--- src/rtl/game_flow_controller_pkg.sv ---
// Shared types for the Tetris game-flow sequencer.
// State encodings are visible to every consumer of game_current_state.
package game_flow_controller_pkg;

  typedef enum logic [2:0] {
    INITIAL      = 3'd0,
    WAIT_INPUT   = 3'd1,
    MOVE_PIECE   = 3'd2,
    ROTATE_PIECE = 3'd3,
    DROP_PIECE   = 3'd4,
    CLEAR_ROW    = 3'd5,
    GAME_OVER    = 3'd6
  } state_e;

  localparam int unsigned DROP_TICKS_DEF = 25_000_000;
  localparam int unsigned TIMEOUT_DEF    = 1024;

  function automatic logic is_busy(state_e s);
    return s inside {MOVE_PIECE, ROTATE_PIECE,
                     DROP_PIECE, CLEAR_ROW};
  endfunction

  function automatic logic is_run(state_e s);
    return !(s inside {INITIAL, GAME_OVER});
  endfunction

endpackage

--- src/rtl/game_flow_controller_if.sv ---
// Player buttons, unit done/status lines and sequencer outputs.
// master = sequencer side, slave = environment side.
interface game_flow_controller_if;

  logic       btn_start;
  logic       btn_left;
  logic       btn_right;
  logic       btn_rotate;
  logic       btn_down;
  logic [1:0] speed_level;
  logic       done_move;
  logic       done_rotate;
  logic       done_drop;
  logic       landed;
  logic       done_clear;
  logic       spawn_blocked;
  logic [2:0] game_current_state;
  logic       move_dir;
  logic       busy;
  logic       err_timeout;

  modport master (
    input  btn_start, btn_left, btn_right,
    input  btn_rotate, btn_down, speed_level,
    input  done_move, done_rotate, done_drop,
    input  landed, done_clear, spawn_blocked,
    output game_current_state, move_dir,
    output busy, err_timeout
  );

  modport slave (
    output btn_start, btn_left, btn_right,
    output btn_rotate, btn_down, speed_level,
    output done_move, done_rotate, done_drop,
    output landed, done_clear, spawn_blocked,
    input  game_current_state, move_dir,
    input  busy, err_timeout
  );

endinterface

--- src/rtl/game_flow_controller_drop_tick_timer.sv ---
// Gravity timer: period = DROP_TICKS >> speed, one-cycle tick on wrap.
// Clear has priority over counting; disabled timer holds its count.
module game_flow_controller_drop_tick_timer #(
  parameter int unsigned DROP_TICKS = 25_000_000
) (
  input  logic       clk,
  input  logic       rst_n,
  input  logic       en_i,
  input  logic       clr_i,
  input  logic [1:0] speed_i,
  output logic       tick_o
);

  localparam int CW = $clog2(DROP_TICKS + 1);

  logic [CW-1:0] cnt_q, cnt_d;
  logic [CW-1:0] period, last;

  // >= keeps a speed-up mid-count from running the counter to wrap
  always_comb begin
    period = CW'(DROP_TICKS) >> speed_i;
    last   = (period == '0) ? '0 : period - CW'(1);
    tick_o = en_i && (cnt_q >= last);
    cnt_d  = cnt_q;
    if (clr_i)       cnt_d = '0;
    else if (tick_o) cnt_d = '0;
    else if (en_i)   cnt_d = cnt_q + CW'(1);
  end

  // counter register
  always_ff @(posedge clk or negedge rst_n) begin
    if (!rst_n) cnt_q <= '0;
    else        cnt_q <= cnt_d;
  end

endmodule

--- src/rtl/game_flow_controller.sv ---
// Tetris sequencer: arbitrates player/gravity requests, issues one
// operation at a time, waits for done, watchdogs stuck units.
module game_flow_controller
  import game_flow_controller_pkg::*;
#(
  parameter int unsigned DROP_TICKS = DROP_TICKS_DEF,
  parameter int unsigned TIMEOUT    = TIMEOUT_DEF
) (
  input  logic clk,
  input  logic rst_n,
  game_flow_controller_if.master bus
);

  localparam int WW = (TIMEOUT > 1) ? $clog2(TIMEOUT) : 1;

  state_e          state_q, state_d;
  logic            dir_q, dir_d;
  logic            busy_q, busy_d;
  logic            err_q, err_d;
  logic            pend_q, pend_d;
  logic [WW-1:0]   wd_q, wd_d;
  logic            tick;
  logic            run;
  logic            wd_exp;
  logic            enter_drop;
  logic            tmr_clr;

  assign run    = is_run(state_q);
  assign wd_exp = (wd_q == WW'(TIMEOUT - 1));

  game_flow_controller_drop_tick_timer #(
    .DROP_TICKS(DROP_TICKS)
  ) u_tmr (
    .clk    (clk),
    .rst_n  (rst_n),
    .en_i   (run),
    .clr_i  (tmr_clr),
    .speed_i(bus.speed_level),
    .tick_o (tick)
  );

  // next state, arbitration and watchdog exits; done beats timeout
  always_comb begin
    state_d = state_q;
    dir_d   = dir_q;
    err_d   = 1'b0;
    unique case (state_q)
      INITIAL:
        if (bus.btn_start) state_d = WAIT_INPUT;
      WAIT_INPUT: begin
        if (pend_q) begin
          state_d = DROP_PIECE;
        end else if (bus.btn_rotate) begin
          state_d = ROTATE_PIECE;
        end else if (bus.btn_left) begin
          state_d = MOVE_PIECE;
          dir_d   = 1'b0;
        end else if (bus.btn_right) begin
          state_d = MOVE_PIECE;
          dir_d   = 1'b1;
        end
      end
      MOVE_PIECE: begin
        if (bus.done_move) begin
          state_d = WAIT_INPUT;
        end else if (wd_exp) begin
          state_d = WAIT_INPUT;
          err_d   = 1'b1;
        end
      end
      ROTATE_PIECE: begin
        if (bus.done_rotate) begin
          state_d = WAIT_INPUT;
        end else if (wd_exp) begin
          state_d = WAIT_INPUT;
          err_d   = 1'b1;
        end
      end
      DROP_PIECE: begin
        if (bus.done_drop) begin
          state_d = bus.landed ? CLEAR_ROW
                               : WAIT_INPUT;
        end else if (wd_exp) begin
          state_d = WAIT_INPUT;
          err_d   = 1'b1;
        end
      end
      CLEAR_ROW: begin
        if (bus.done_clear) begin
          state_d = bus.spawn_blocked ? GAME_OVER
                                      : WAIT_INPUT;
        end else if (wd_exp) begin
          state_d = WAIT_INPUT;
          err_d   = 1'b1;
        end
      end
      GAME_OVER:
        if (bus.btn_start) state_d = INITIAL;
      default:
        state_d = INITIAL;
    endcase
  end

  // pending drop, watchdog and busy; clearing beats setting
  always_comb begin
    enter_drop = (state_d == DROP_PIECE) &&
                 (state_q != DROP_PIECE);
    tmr_clr    = (state_q == INITIAL) || enter_drop;
    busy_d     = is_busy(state_d);
    pend_d     = pend_q;
    if (tick || (bus.btn_down && run)) pend_d = 1'b1;
    if (tmr_clr) pend_d = 1'b0;
    wd_d = '0;
    if ((state_d == state_q) && is_busy(state_q))
      wd_d = wd_q + WW'(1);
  end

  // state and registered outputs
  always_ff @(posedge clk or negedge rst_n) begin
    if (!rst_n) begin
      state_q <= INITIAL;
      dir_q   <= 1'b0;
      busy_q  <= 1'b0;
      err_q   <= 1'b0;
      pend_q  <= 1'b0;
      wd_q    <= '0;
    end else begin
      state_q <= state_d;
      dir_q   <= dir_d;
      busy_q  <= busy_d;
      err_q   <= err_d;
      pend_q  <= pend_d;
      wd_q    <= wd_d;
    end
  end

  assign bus.game_current_state = state_q;
  assign bus.move_dir           = dir_q;
  assign bus.busy               = busy_q;
  assign bus.err_timeout        = err_q;

endmodule

--- src/flat_wrapper.sv ---
// flat-port wrapper written by rule: the top's interface ports become plain ports
module game_flow_controller_flat import game_flow_controller_pkg::*;
#(
  parameter int unsigned DROP_TICKS = DROP_TICKS_DEF,
  parameter int unsigned TIMEOUT    = TIMEOUT_DEF
)
  (clk, rst_n, bus_btn_start, bus_btn_left, bus_btn_right, bus_btn_rotate, bus_btn_down, bus_speed_level, bus_done_move, bus_done_rotate, bus_done_drop, bus_landed, bus_done_clear, bus_spawn_blocked, bus_game_current_state, bus_move_dir, bus_busy, bus_err_timeout);
  game_flow_controller_if bus_i ();
  input  logic clk;
  input  logic rst_n;
  input wire logic [$bits(bus_i.btn_start)-1:0] bus_btn_start;
  input wire logic [$bits(bus_i.btn_left)-1:0] bus_btn_left;
  input wire logic [$bits(bus_i.btn_right)-1:0] bus_btn_right;
  input wire logic [$bits(bus_i.btn_rotate)-1:0] bus_btn_rotate;
  input wire logic [$bits(bus_i.btn_down)-1:0] bus_btn_down;
  input wire logic [$bits(bus_i.speed_level)-1:0] bus_speed_level;
  input wire logic [$bits(bus_i.done_move)-1:0] bus_done_move;
  input wire logic [$bits(bus_i.done_rotate)-1:0] bus_done_rotate;
  input wire logic [$bits(bus_i.done_drop)-1:0] bus_done_drop;
  input wire logic [$bits(bus_i.landed)-1:0] bus_landed;
  input wire logic [$bits(bus_i.done_clear)-1:0] bus_done_clear;
  input wire logic [$bits(bus_i.spawn_blocked)-1:0] bus_spawn_blocked;
  output wire logic [$bits(bus_i.game_current_state)-1:0] bus_game_current_state;
  output wire logic [$bits(bus_i.move_dir)-1:0] bus_move_dir;
  output wire logic [$bits(bus_i.busy)-1:0] bus_busy;
  output wire logic [$bits(bus_i.err_timeout)-1:0] bus_err_timeout;
  assign bus_i.btn_start = bus_btn_start;
  assign bus_i.btn_left = bus_btn_left;
  assign bus_i.btn_right = bus_btn_right;
  assign bus_i.btn_rotate = bus_btn_rotate;
  assign bus_i.btn_down = bus_btn_down;
  assign bus_i.speed_level = bus_speed_level;
  assign bus_i.done_move = bus_done_move;
  assign bus_i.done_rotate = bus_done_rotate;
  assign bus_i.done_drop = bus_done_drop;
  assign bus_i.landed = bus_landed;
  assign bus_i.done_clear = bus_done_clear;
  assign bus_i.spawn_blocked = bus_spawn_blocked;
  assign bus_game_current_state = bus_i.game_current_state;
  assign bus_move_dir = bus_i.move_dir;
  assign bus_busy = bus_i.busy;
  assign bus_err_timeout = bus_i.err_timeout;
  game_flow_controller #(.DROP_TICKS(DROP_TICKS), .TIMEOUT(TIMEOUT)) u_core (.clk(clk), .rst_n(rst_n), .bus(bus_i));
endmodule
--- config.mk ---
export PLATFORM = sky130hd
export DESIGN_NAME = game_flow_controller_flat
export DESIGN_NICKNAME = d
export VERILOG_FILES = /design/src/rtl/game_flow_controller_pkg.sv /design/src/rtl/game_flow_controller_if.sv /design/src/rtl/game_flow_controller_drop_tick_timer.sv /design/src/rtl/game_flow_controller.sv /design/src/flat_wrapper.sv
export SDC_FILE = /design/constraint.sdc
export NUM_CORES = 1
export LEC_CHECK = 0
export CORE_UTILIZATION = 30
export CTS_CLUSTER_DIAMETER = 30
export DETAILED_ROUTE_END_ITERATION = 10
export SYNTH_ARGS = -nofsm -noshare
export SYNTH_HDL_FRONTEND = slang
export SYNTH_SLANG_ARGS = --single-unit
--- constraint.sdc ---
create_clock -name clk -period 3.97 [get_ports clk]
set_input_delay 0.794 -clock clk [delete_from_list [all_inputs] [get_ports clk]]
set_output_delay 0.794 -clock clk [all_outputs]
set_load 0.01 [all_outputs]
==> flow_metrics.env <==
export IMPL_skew_ns=0.00795
export IMPL_peakVddDrop_v=0.000324
export IMPL_first_pass_iters=4
export IMPL_worstHoldPathType="reg -> reg"
export IMPL_track_usage_pct=15.3
export IMPL_grt_ovfl_total=0
export IMPL_syn_inst=361
export IMPL_initialDrtViolationCount=173
export IMPL_drc=0
export IMPL_cts_hold_buf=0
export IMPL_ctsResizeCount=0
export IMPL_port_buffers=20
export IMPL_cts_made_buffers=5
export IMPL_n_antenna_cell=0
export IMPL_final_area_mm2=0.00353
export IMPL_crit_slowest_cell="clkdlybuf4s50_1"
export IMPL_cts_tree="built"
export IMPL_viasPerCell=5.30
export IMPL_dieArea_mm2=0.0107
export IMPL_fin_util_pct=35.7
export IMPL_die_w_um=103
export IMPL_ys_seq_area_share_pct=34.1
export IMPL_clkTransAtPathRegs_ns=0.09
export IMPL_worstPathCellList="clkdlybuf4s50_1 -> inv_1 -> nor2_1 -> inv_1 -> ha_1 -> a211oi_1 -> o211ai_1 -> a31oi_1 -> o211ai_1 -> o31ai_4 -> buf_12 -> or3b_1 -> nand3_1"
export IMPL_worstMarginPinSlew_ns=0.957
export IMPL_timing_setup_tns_ns=0
export IMPL_r2r_end="u_core.u_tmr.cnt_q[19]$_DFFE_PN0P_"
export IMPL_clock_latency_ns=0.30
export IMPL_detailed_place_hpwl_um=5410
export IMPL_slowest_delay_ns=0.52
export IMPL_num_io_pins=21
export IMPL_nNetsFinal=414
export IMPL_worst_ep_arrival_time_ns=3.68
export IMPL_synth_edf_count=0
export IMPL_setup_viol=0
export IMPL_netlist_area_mm2=0.00308
export IMPL_max_freq_mhz=291
export IMPL_worst_path_stages=13
export IMPL_core_mm2=0.00986
export IMPL_crit_fanout=38
export IMPL_p_per_area_mw_per_mm2=440
export IMPL_num_rows=36
export IMPL_die_h_um=103
export IMPL_grt_pass1_vias=2627
export IMPL_start_kind="input port"
export IMPL_initial_core_util_pct=31.2
export IMPL_cts_path_max_buffers=2
export IMPL_crit_path_end_kind="flip-flop"
export IMPL_synthArstFlopShare_pct=100
export IMPL_period_minus_slack_ns=3.44
export IMPL_htreeDepth=2
export IMPL_p_leak_uw=0.00151
export IMPL_layout_drive_gt1_share_pct=8.71
export IMPL_ys_types=59
export IMPL_drt_total_wl_um=7350
export IMPL_crit_type="in -> reg"
export IMPL_fin_crit_sh_pct=86.6
export IMPL_antenna_found_initial=0
export IMPL_cpLargestDelayFamily="compound AO/OA/AOI/OAI gates"
export IMPL_fillers=1017
export IMPL_final_cell_mix="nand2_1 (43), dfrtp_1 (42), nor2_1 (35)"
export IMPL_ant_nets=0
export IMPL_final_common_cell="nand2_1"
export IMPL_r2r_slack_ns=1.44
export IMPL_slew_headroom_pct=36.2
export IMPL_synth_top_flop_cell="dfrtp_1"
export IMPL_grt_pass1_wl_um=12600
export IMPL_ys_seq_elements=42
export IMPL_grt_setup_unrepaired="false"
export IMPL_slew_viol_final=0
export IMPL_area_growth_syn_to_layout_pct=14.4
export IMPL_required_ns=4.21
export IMPL_synth_area_per_cell_um2=8.54
export IMPL_outcome="complete, no violations"
export IMPL_crit_start="bus_speed_level[1]"
export IMPL_cap_violations=0
export IMPL_hold_viol=0
export IMPL_reg2reg_depth=9
export IMPL_root_buffer="clkbuf_8"
export IMPL_wl_per_cell_um=14.4
export IMPL_cts_setup_buffers=0
export IMPL_worst_path_buf_inv=4
export IMPL_placed_area_mm2=0.00342
export IMPL_grt_max_degree=43
export IMPL_numClockSinks=42
export IMPL_via_count=2714
export IMPL_timing_hold_ws_ns=0.486
export IMPL_crit_path_end="u_core.u_tmr.cnt_q[19]$_DFFE_PN0P_"
export IMPL_yosysWarnings=0
export IMPL_r2r_start="u_core.u_tmr.cnt_q[10]$_DFFE_PN0P_"
export IMPL_gp_congestion=0.819
==> sequential cells by signal, summed over array words and instances, names as in the netlist <==
signal	cells
u_core.wd_q	10
u_core.bus.err_timeout	1
u_core.bus.busy	1
u_core.pend_q	1
u_core.u_tmr.cnt_q	25
u_core.bus.move_dir	1
u_core.bus.game_current_state	3
==> per-stage QoR <==
step                      std cells  power, uW  setup slack [ns]
after floorplan                 363       1010              1.18
after global placement          504       1200             0.441
after detailed placement        504       1210             0.280
after CTS                       512       1570             0.577
after global routing            512       1660             0.304
final                           512       1550             0.530
==> per-layer routing <==
metal  vias to the layer above  GRT usage, %  wire (um)
li1                       1359             -          -
met1                      1303          21.6       3730
met2                        48          23.7       3300
met3                         4          2.55        255
met4                         0          4.66         62
met5                         -             0          0
==> area by class of cell <==
cell class / count / area (um2) / share of cell area, %
Tap cell: 133 / 166 / 4.72
Timing Repair Buffer: 26 / 253 / 7.17
Clock buffer: 5 / 68.8 / 1.95
Clock inverter: 3 / 40.0 / 1.14
Multi-Input combinational cell: 288 / 1890 / 53.6
Sequential cell: 42 / 1050 / 29.8
Inverter: 15 / 56.3 / 1.60
==> synth_stat cells, drive strengths merged, types with 2 or more instances <==
| cell | instances | area, um2 |
|---|---|---|
| nand2 | 44 | 168 |
| dfrtp | 42 | 1050 |
| nor2 | 35 | 131 |
| nand3 | 27 | 145 |
| ha | 21 | 263 |
| a31oi | 18 | 113 |
| nand4 | 17 | 106 |
| inv | 15 | 56.3 |
| o21ai | 11 | 55.1 |
| a21oi | 10 | 53.8 |
| nor3 | 10 | 61.3 |
| buf | 9 | 65.1 |
| clkbuf | 9 | 35.0 |
| mux2i | 9 | 90.1 |
| xor2 | 9 | 78.8 |
| o211ai | 8 | 65.1 |
| and3 | 6 | 37.5 |
| or3 | 6 | 37.5 |
| and4 | 4 | 35.0 |
| nor2b | 4 | 32.5 |
| nor4 | 4 | 25.0 |
| xnor2 | 4 | 35.0 |
| a21o | 3 | 22.5 |
| and2 | 3 | 18.8 |
| nand2b | 3 | 18.8 |
| o22ai | 3 | 25.0 |
| or2 | 3 | 18.8 |
| a2111oi | 2 | 42.5 |
| a211oi | 2 | 20.0 |
| a221oi | 2 | 23.8 |
| a41oi | 2 | 17.5 |
| conb | 2 | 7.51 |
| nand3b | 2 | 15.0 |
| o31ai | 2 | 20.0 |
==> worst register-to-register path, stage by stage (launching register included) <==
cell	delay [ns]
dfrtp_1	0.47
ha_1	0.36
a211oi_2	0.19
nor2_1	0.09
a2111oi_4	0.32
nor4_1	0.12
o31ai_4	0.22
buf_12	0.23
or3b_1	0.39
nand3_1	0.09
==> report_power, final <==
group	total [uW]	internal, uW	switching (uW)
Clock	348	185	162
Combinational	638	257	381
Sequential	566	478	87.7
==> how the worst min path moves through the flow <==
| stage | from | end | slack [ns] | depth (start not counted) |
|---|---|---|---|---|
| 6_report | u_core.wd_q[0]$_DFF_PN0_ | u_core.wd_q[0]$_DFF_PN0_ | 0.49 | 1 |
| 5_1_grt | u_core.wd_q[0]$_DFF_PN0_ | u_core.wd_q[0]$_DFF_PN0_ | 0.52 | 1 |
| 4_1_cts | u_core.wd_q[0]$_DFF_PN0_ | u_core.wd_q[0]$_DFF_PN0_ | 0.49 | 1 |
| 3_5_place_dp | u_core.wd_q[0]$_DFF_PN0_ | u_core.wd_q[0]$_DFF_PN0_ | 0.48 | 1 |
| 3_3_place_gp | u_core.wd_q[0]$_DFF_PN0_ | u_core.wd_q[0]$_DFF_PN0_ | 0.47 | 1 |
| 2_1_floorplan | u_core.wd_q[0]$_DFF_PN0_ | u_core.wd_q[0]$_DFF_PN0_ | 0.45 | 1 |
==> logic make-up (layout without fill, tap and decap cells) <==
| group | count (synthesis) | after routing | share of synthesized area (%) |
|---|---|---|---|
| adder cells (fa/ha/maj) | 22 | 22 | 8.89 |
| buffers and inverters | 33 | 49 | 5.07 |
| multiplexers | 10 | 10 | 3.29 |
| AND/OR/NAND/NOR | 170 | 170 | 28.1 |
| flip-flops | 42 | 42 | 34.1 |
| AO/OA/AOI/OAI | 69 | 69 | 16.6 |
| XOR/XNOR | 13 | 13 | 3.69 |
| other | 2 | 4 | 0.244 |
(Power assumes the default switching activity.)
